### src/rtl/addsub_acc_pipe.sv
// Two-stage, back-pressurable multi-lane add/sub/accumulate datapath.
// Stage 1 captures operands; stage 2 computes per-lane results and owns the lane accumulators.

package addsub_acc_pipe_pkg;
   typedef enum logic [1:0] {
      OP_ADD  = 2'b00,
      OP_SUB  = 2'b01,
      OP_ACC  = 2'b10,
      OP_LOAD = 2'b11
   } op_e;
endpackage

// One lane of stage-2 arithmetic: purely combinational, evaluated on the stage-1 operands.
module addsub_acc_lane
   import addsub_acc_pipe_pkg::*;
#(
   parameter int N = 32
) (
   input  op_e          mode,
   input  logic [N-1:0] a,
   input  logic [N-1:0] b,
   input  logic [N-1:0] acc,
   input  logic         clear,
   output logic [N-1:0] data,
   output logic         carry,
   output logic         acc_wr,
   output logic         parity
);
   logic [N-1:0] acc_base;
   logic [N:0]   sum_ab;
   logic [N:0]   sum_acc_a;
   logic [N:0]   sum_acc_ab;

   // A clear landing on the same edge as an ACC beat zeroes the base before the add.
   assign acc_base   = clear ? '0 : acc;
   assign sum_ab     = {1'b0, a} + {1'b0, b};
   assign sum_acc_a  = {1'b0, acc_base} + {1'b0, a};
   assign sum_acc_ab = {1'b0, sum_acc_a[N-1:0]} + {1'b0, b};
   assign parity     = ^a;

   always_comb begin
      // NOTE: every output gets a default before the case, so no path can infer a latch.
      data   = '0;
      carry  = 1'b0;
      acc_wr = 1'b0;
      case (mode)
         OP_ADD: begin
            data  = sum_ab[N-1:0];
            carry = sum_ab[N];
         end
         OP_SUB: begin
            data  = a - b;
            carry = (a < b);
         end
         OP_ACC: begin
            data   = sum_acc_ab[N-1:0];
            carry  = sum_acc_a[N] | sum_acc_ab[N];
            acc_wr = 1'b1;
         end
         OP_LOAD: begin
            data   = a;
            acc_wr = 1'b1;
         end
         default: begin
            data = '0;
         end
      endcase
   end
endmodule

module addsub_acc_pipe
   import addsub_acc_pipe_pkg::*;
#(
   parameter int N   = 32,
   parameter int NCH = 2
) (
   input  logic               clk,
   input  logic               rst_n,
   input  logic               IN_valid,
   output logic               IN_ready,
   input  logic [2*NCH-1:0]   IN_mode,
   input  logic [NCH*N-1:0]   IN_dataA,
   input  logic [NCH*N-1:0]   IN_dataB,
   input  logic               IN_clear,
   output logic               OUT_valid,
   input  logic               OUT_ready,
   output logic [NCH*N-1:0]   OUT_data,
   output logic [NCH-1:0]     OUT_carry,
   output logic [NCH-1:0]     OUT_parity
);
   logic               s1_valid_q,  s1_valid_d;
   logic [2*NCH-1:0]   s1_mode_q,   s1_mode_d;
   logic [NCH*N-1:0]   s1_a_q,      s1_a_d;
   logic [NCH*N-1:0]   s1_b_q,      s1_b_d;
   logic               s2_valid_q,  s2_valid_d;
   logic [NCH*N-1:0]   s2_data_q,   s2_data_d;
   logic [NCH-1:0]     s2_carry_q,  s2_carry_d;
   logic [NCH-1:0]     s2_parity_q, s2_parity_d;
   logic [NCH*N-1:0]   acc_q,       acc_d;

   logic               in_fire;
   logic               s2_load;
   logic [NCH*N-1:0]   lane_data;
   logic [NCH-1:0]     lane_carry;
   logic [NCH-1:0]     lane_acc_wr;
   logic [NCH-1:0]     lane_parity;

   // Stage 2 can take a beat when it is empty or its beat leaves this edge.
   assign s2_load  = s1_valid_q && (!s2_valid_q || OUT_ready);
   assign IN_ready = !s1_valid_q || s2_load;
   assign in_fire  = IN_valid && IN_ready;

   for (genvar i = 0; i < NCH; i++) begin : g_lane
      addsub_acc_lane #(.N(N)) u_lane (
         .mode   (op_e'(s1_mode_q[2*i +: 2])),
         .a      (s1_a_q[N*i +: N]),
         .b      (s1_b_q[N*i +: N]),
         .acc    (acc_q[N*i +: N]),
         .clear  (IN_clear),
         .data   (lane_data[N*i +: N]),
         .carry  (lane_carry[i]),
         .acc_wr (lane_acc_wr[i]),
         .parity (lane_parity[i])
      );
   end

   always_comb begin
      s1_valid_d = s1_valid_q;
      s1_mode_d  = s1_mode_q;
      s1_a_d     = s1_a_q;
      s1_b_d     = s1_b_q;
      if (in_fire) begin
         s1_valid_d = 1'b1;
         s1_mode_d  = IN_mode;
         s1_a_d     = IN_dataA;
         s1_b_d     = IN_dataB;
      end else if (s2_load) begin
         s1_valid_d = 1'b0;
      end
   end

   always_comb begin
      s2_valid_d  = s2_valid_q;
      s2_data_d   = s2_data_q;
      s2_carry_d  = s2_carry_q;
      s2_parity_d = s2_parity_q;
      if (s2_load) begin
         s2_valid_d  = 1'b1;
         s2_data_d   = lane_data;
         s2_carry_d  = lane_carry;
         s2_parity_d = lane_parity;
      end else if (OUT_ready) begin
         s2_valid_d = 1'b0;
      end
   end

   // Clear first, then a writing beat overrides it, so a colliding ACC/LOAD wins.
   always_comb begin
      acc_d = acc_q;
      for (int i = 0; i < NCH; i++) begin
         if (IN_clear) begin
            acc_d[N*i +: N] = '0;
         end
         if (s2_load && lane_acc_wr[i]) begin
            acc_d[N*i +: N] = lane_data[N*i +: N];
         end
      end
   end

   // NOTE: accumulators and the output payload are reset too, because they must read zero out of reset.
   always_ff @(posedge clk or negedge rst_n) begin
      if (!rst_n) begin
         s1_valid_q  <= 1'b0;
         s1_mode_q   <= '0;
         s1_a_q      <= '0;
         s1_b_q      <= '0;
         s2_valid_q  <= 1'b0;
         s2_data_q   <= '0;
         s2_carry_q  <= '0;
         s2_parity_q <= '0;
         acc_q       <= '0;
      end else begin
         // NOTE: non-blocking updates so every register samples pre-edge values.
         s1_valid_q  <= s1_valid_d;
         s1_mode_q   <= s1_mode_d;
         s1_a_q      <= s1_a_d;
         s1_b_q      <= s1_b_d;
         s2_valid_q  <= s2_valid_d;
         s2_data_q   <= s2_data_d;
         s2_carry_q  <= s2_carry_d;
         s2_parity_q <= s2_parity_d;
         acc_q       <= acc_d;
      end
   end

   assign OUT_valid  = s2_valid_q;
   assign OUT_data   = s2_data_q;
   assign OUT_carry  = s2_carry_q;
   assign OUT_parity = s2_parity_q;
endmodule

### config.mk
export PLATFORM = sky130hd
export DESIGN_NAME = addsub_acc_pipe
export DESIGN_NICKNAME = d
export VERILOG_FILES = /design/src/rtl/addsub_acc_pipe.sv
export SDC_FILE = /design/constraint.sdc
export NUM_CORES = 1
export LEC_CHECK = 0
export ABC_AREA = 1
export CAP_MARGIN = 20
export CORE_MARGIN = 5
export CORE_UTILIZATION = 55
export CTS_BUF_LIST = sky130_fd_sc_hd__clkbuf_4 sky130_fd_sc_hd__clkbuf_8
export DETAILED_ROUTE_END_ITERATION = 12
export GPL_TIMING_DRIVEN = 0
export PLACE_DENSITY = 0.75
export SYNTH_ARGS = -nofsm -noshare
export SYNTH_HDL_FRONTEND = slang
export SYNTH_SLANG_ARGS = --single-unit
### constraint.sdc
create_clock -name clk -period 8.3 [get_ports clk]
set_input_delay 0.83 -clock clk [delete_from_list [all_inputs] [get_ports clk]]
set_output_delay 0.83 -clock clk [all_outputs]
set_load 0.01 [all_outputs]
==> flow_metrics.env <==
export IMPL_status="finished clean"
export IMPL_cp_num_buf_inv=3
export IMPL_floorplan_die_area_mm2=0.06119
export IMPL_numCtsBuffers=53
export IMPL_cts_sinks=266
export IMPL_yosys_most_used_dff="dfrtp_1"
export IMPL_timing_final_crit_share=0.6987
export IMPL_max_freq_mhz=172.4
export IMPL_rows=87
export IMPL_finalPower_mw=11.14
export IMPL_synth_seq_area_share=0.2148
export IMPL_synth_edf_count=0
export IMPL_rsz0062_at_grt="no"
export IMPL_synth_area_per_cell_um2=6.019
export IMPL_async_flop_share=1.000
export IMPL_nets=5823
export IMPL_ioPinCount=207
export IMPL_crit_path_start_kind="input pin"
export IMPL_dieWidth_um=247.4
export IMPL_syn_to_final_growth_pct=14.13
export IMPL_grt_pass1_vias=33928
export IMPL_period_needed_ps=5800
export IMPL_ant_nets=0
export IMPL_design_area_mm2=0.03537
export IMPL_post_cts_resized=0
export IMPL_hpwl_um=106300
export IMPL_synth_top_area_share=0.2175
export IMPL_wl_per_cell_um=20.72
export IMPL_coreArea_mm2=0.05606
export IMPL_multi_input_comb_area_mm2=0.02035
export IMPL_maxSlewHeadroom=0.1872
export IMPL_tns_ps=0
export IMPL_report_final_slew_viol_count=0
export IMPL_max_clock_path_buffers=3
export IMPL_antenna_found_initial=2
export IMPL_post_cts_buffers=0
export IMPL_clock_latency_ps=710
export IMPL_grt_pass1_wl_um=190400
export IMPL_clkTransAtPathRegs_ps=60
export IMPL_ctsHoldBuffers=0
export IMPL_clock_root_buffer="clkbuf_8"
export IMPL_fillers=5468
export IMPL_finalSetupViolCount=0
export IMPL_synth_area_mm2=0.03099
export IMPL_worst_pin_slew_ps=1219
export IMPL_crit_family="simple AND/OR/NAND/NOR gates"
export IMPL_endpoint_kind="flop"
export IMPL_grt_start_max_net_pins=114
export IMPL_drc_errors=0
export IMPL_drv_cap=0
export IMPL_synth_fp_nets=5559
export IMPL_post_synth_num_cell_types=56
export IMPL_synth_common_cells="1796 x nand2_1, 837 x inv_1, 486 x nor2_1"
export IMPL_regArea_mm2=0.006656
export IMPL_dr_pass1_iters=8
export IMPL_syn_inst=5149
export IMPL_arrival_ps=6380
export IMPL_drt_iter0_markers=2999
export IMPL_routabilityCongestion=1.072
export IMPL_crit_slowest_cell="fa_1"
export IMPL_ir_worst_vdd_v=0.0002352
export IMPL_skew_ps=20.76
export IMPL_crit_path_max_incr_delay_ps=460
export IMPL_ys_seq_elements=266
export IMPL_die_h_um=247.4
export IMPL_placedInstanceArea_mm2=0.03408
export IMPL_portBuffers=205
export IMPL_start_util=0.5528
export IMPL_avgViaCountPerCell=5.565
export IMPL_grtUsageTotal=0.4092
export IMPL_hp_class="input pin to async pin"
export IMPL_yosysMostFrequentCell="nand2_1"
export IMPL_stdcell_count=6213
export IMPL_hold_viol=0
export IMPL_crit_fanout=10
export IMPL_routed_wl_um=128700
export IMPL_yosysTopAreaCell="nand2_1"
export IMPL_synthTopCellsByArea="nand2_1 22%, dfrtp_1 21%, ha_1 11%"
export IMPL_power_leakage_nw=19.54
export IMPL_fin_util=0.6310
export IMPL_power_density_mw_per_mm2=314.9
export IMPL_htree_levels=2
export IMPL_drive_gt1_frac=0.06804
export IMPL_path_class="input pin to flop"
export IMPL_dp_cells=6114
export IMPL_ys_warn_count=0
export IMPL_dr_total_vias=34574
export IMPL_cp_required_ps=8880
export IMPL_grt_ovfl_total=0
export IMPL_cts_tree="yes"
==> where the power goes <==
part | switching, mW | internal [mW] | total (mW)
Combinational | 4.96 | 2.50 | 7.46
Clock | 0.686 | 0.988 | 1.67
Sequential | 0.356 | 1.65 | 2.00
Total | 6.00 | 5.14 | 11.1
==> placed cells by master (no fill, tap or decap), types with 8 or more instances in the layout <==
cell type and count:
inv_1 837, nor2_2 31, nand3b_1 21, a21oi_1 317, xnor2_1 67, buf_6 19, clkbuf_8 66, ha_1 265
buf_2 45, o21ai_0 124, clkbuf_4 12, and2_1 9, o21ai_1 14, nand2_1 1796, fa_1 8, nand4_1 82
clkbuf_1 34, o21bai_1 23, and3_1 9, nand2_2 13, nor2_4 9, buf_4 19, nor3_1 38, mux2_2 61
or2_2 10, a21oi_2 11, o211ai_1 8, clkdlybuf4s50_1 204, nand3_2 9, xor2_1 64, nor2_1 486, dfrtp_1 266
nand3_1 345, inv_2 22, a21o_1 16
==> final cells by class <==
class	instances	area share
multi-input cells	3896	0.5754
flip-flops and latches	266	0.1882
inverters	862	0.09155
repair buffers	209	0.06056
clock buffers	77	0.02802
well taps	756	0.02674
plain buffers	125	0.02101
clock inverters	18	0.008242
diodes	4	0.0002830
==> through the flow <==
step / hold slack [ps] / worst slack [ps]
global placement: 464.0 / -5342
floorplan: 507.6 / 3945
finish: 29.91 / 2500
CTS: 11.77 / 2735
global route: 47.11 / 2472
detailed placement: 466.5 / 2032
==> path summary, 6_finish.rpt <==
path,cells after the start,slack [ps],end,startpoint
min in group clk,2,480,OUT_data[18]$_DFFE_PN0P_,OUT_data[18]$_DFFE_PN0P_
min,1,30,OUT_data[38]$_DFFE_PN0P_,rst_n
max reg2reg,24,3170,OUT_data[52]$_DFFE_PN0P_,acc_q[32]$_DFF_PN0_
min reg2reg,2,480,OUT_data[18]$_DFFE_PN0P_,OUT_data[18]$_DFFE_PN0P_
max in group asynchronous,2,7300,s1_b_q[25]$_DFFE_PN0P_,rst_n
max,25,2500,OUT_data[52]$_DFFE_PN0P_,IN_clear
==> state kept, by name, indices dropped and copies added (netlist names) <==
signal      flops
OUT_parity      2
s1_mode_q       4
OUT_carry       2
OUT_data       64
OUT_valid       1
s1_valid_q      1
s1_a_q         64
s1_b_q         64
acc_q          64
==> layer usage <==
layer | routed length, um | global-route usage
met5 | 0 | 0
met3 | 10030 | 0.05600
met2 | 60020 | 0.6935
met4 | 12330 | 0.3278
met1 | 46360 | 0.4618
==> cell families (layout without fill, tap and decap cells) <==
logic type | Yosys count | count (layout) | share of synthesized area
compound gates | 555 | 555 | 0.09875
xor+xnor | 131 | 131 | 0.03702
simple gates | 2876 | 2876 | 0.3867
buf+inv | 987 | 1291 | 0.1285
fa+ha+maj | 273 | 273 | 0.1122
flops | 266 | 266 | 0.2148
other cells | 0 | 4 | 0
mux | 61 | 61 | 0.02216
No activity file was read; power rests on OpenSTA's default activity.
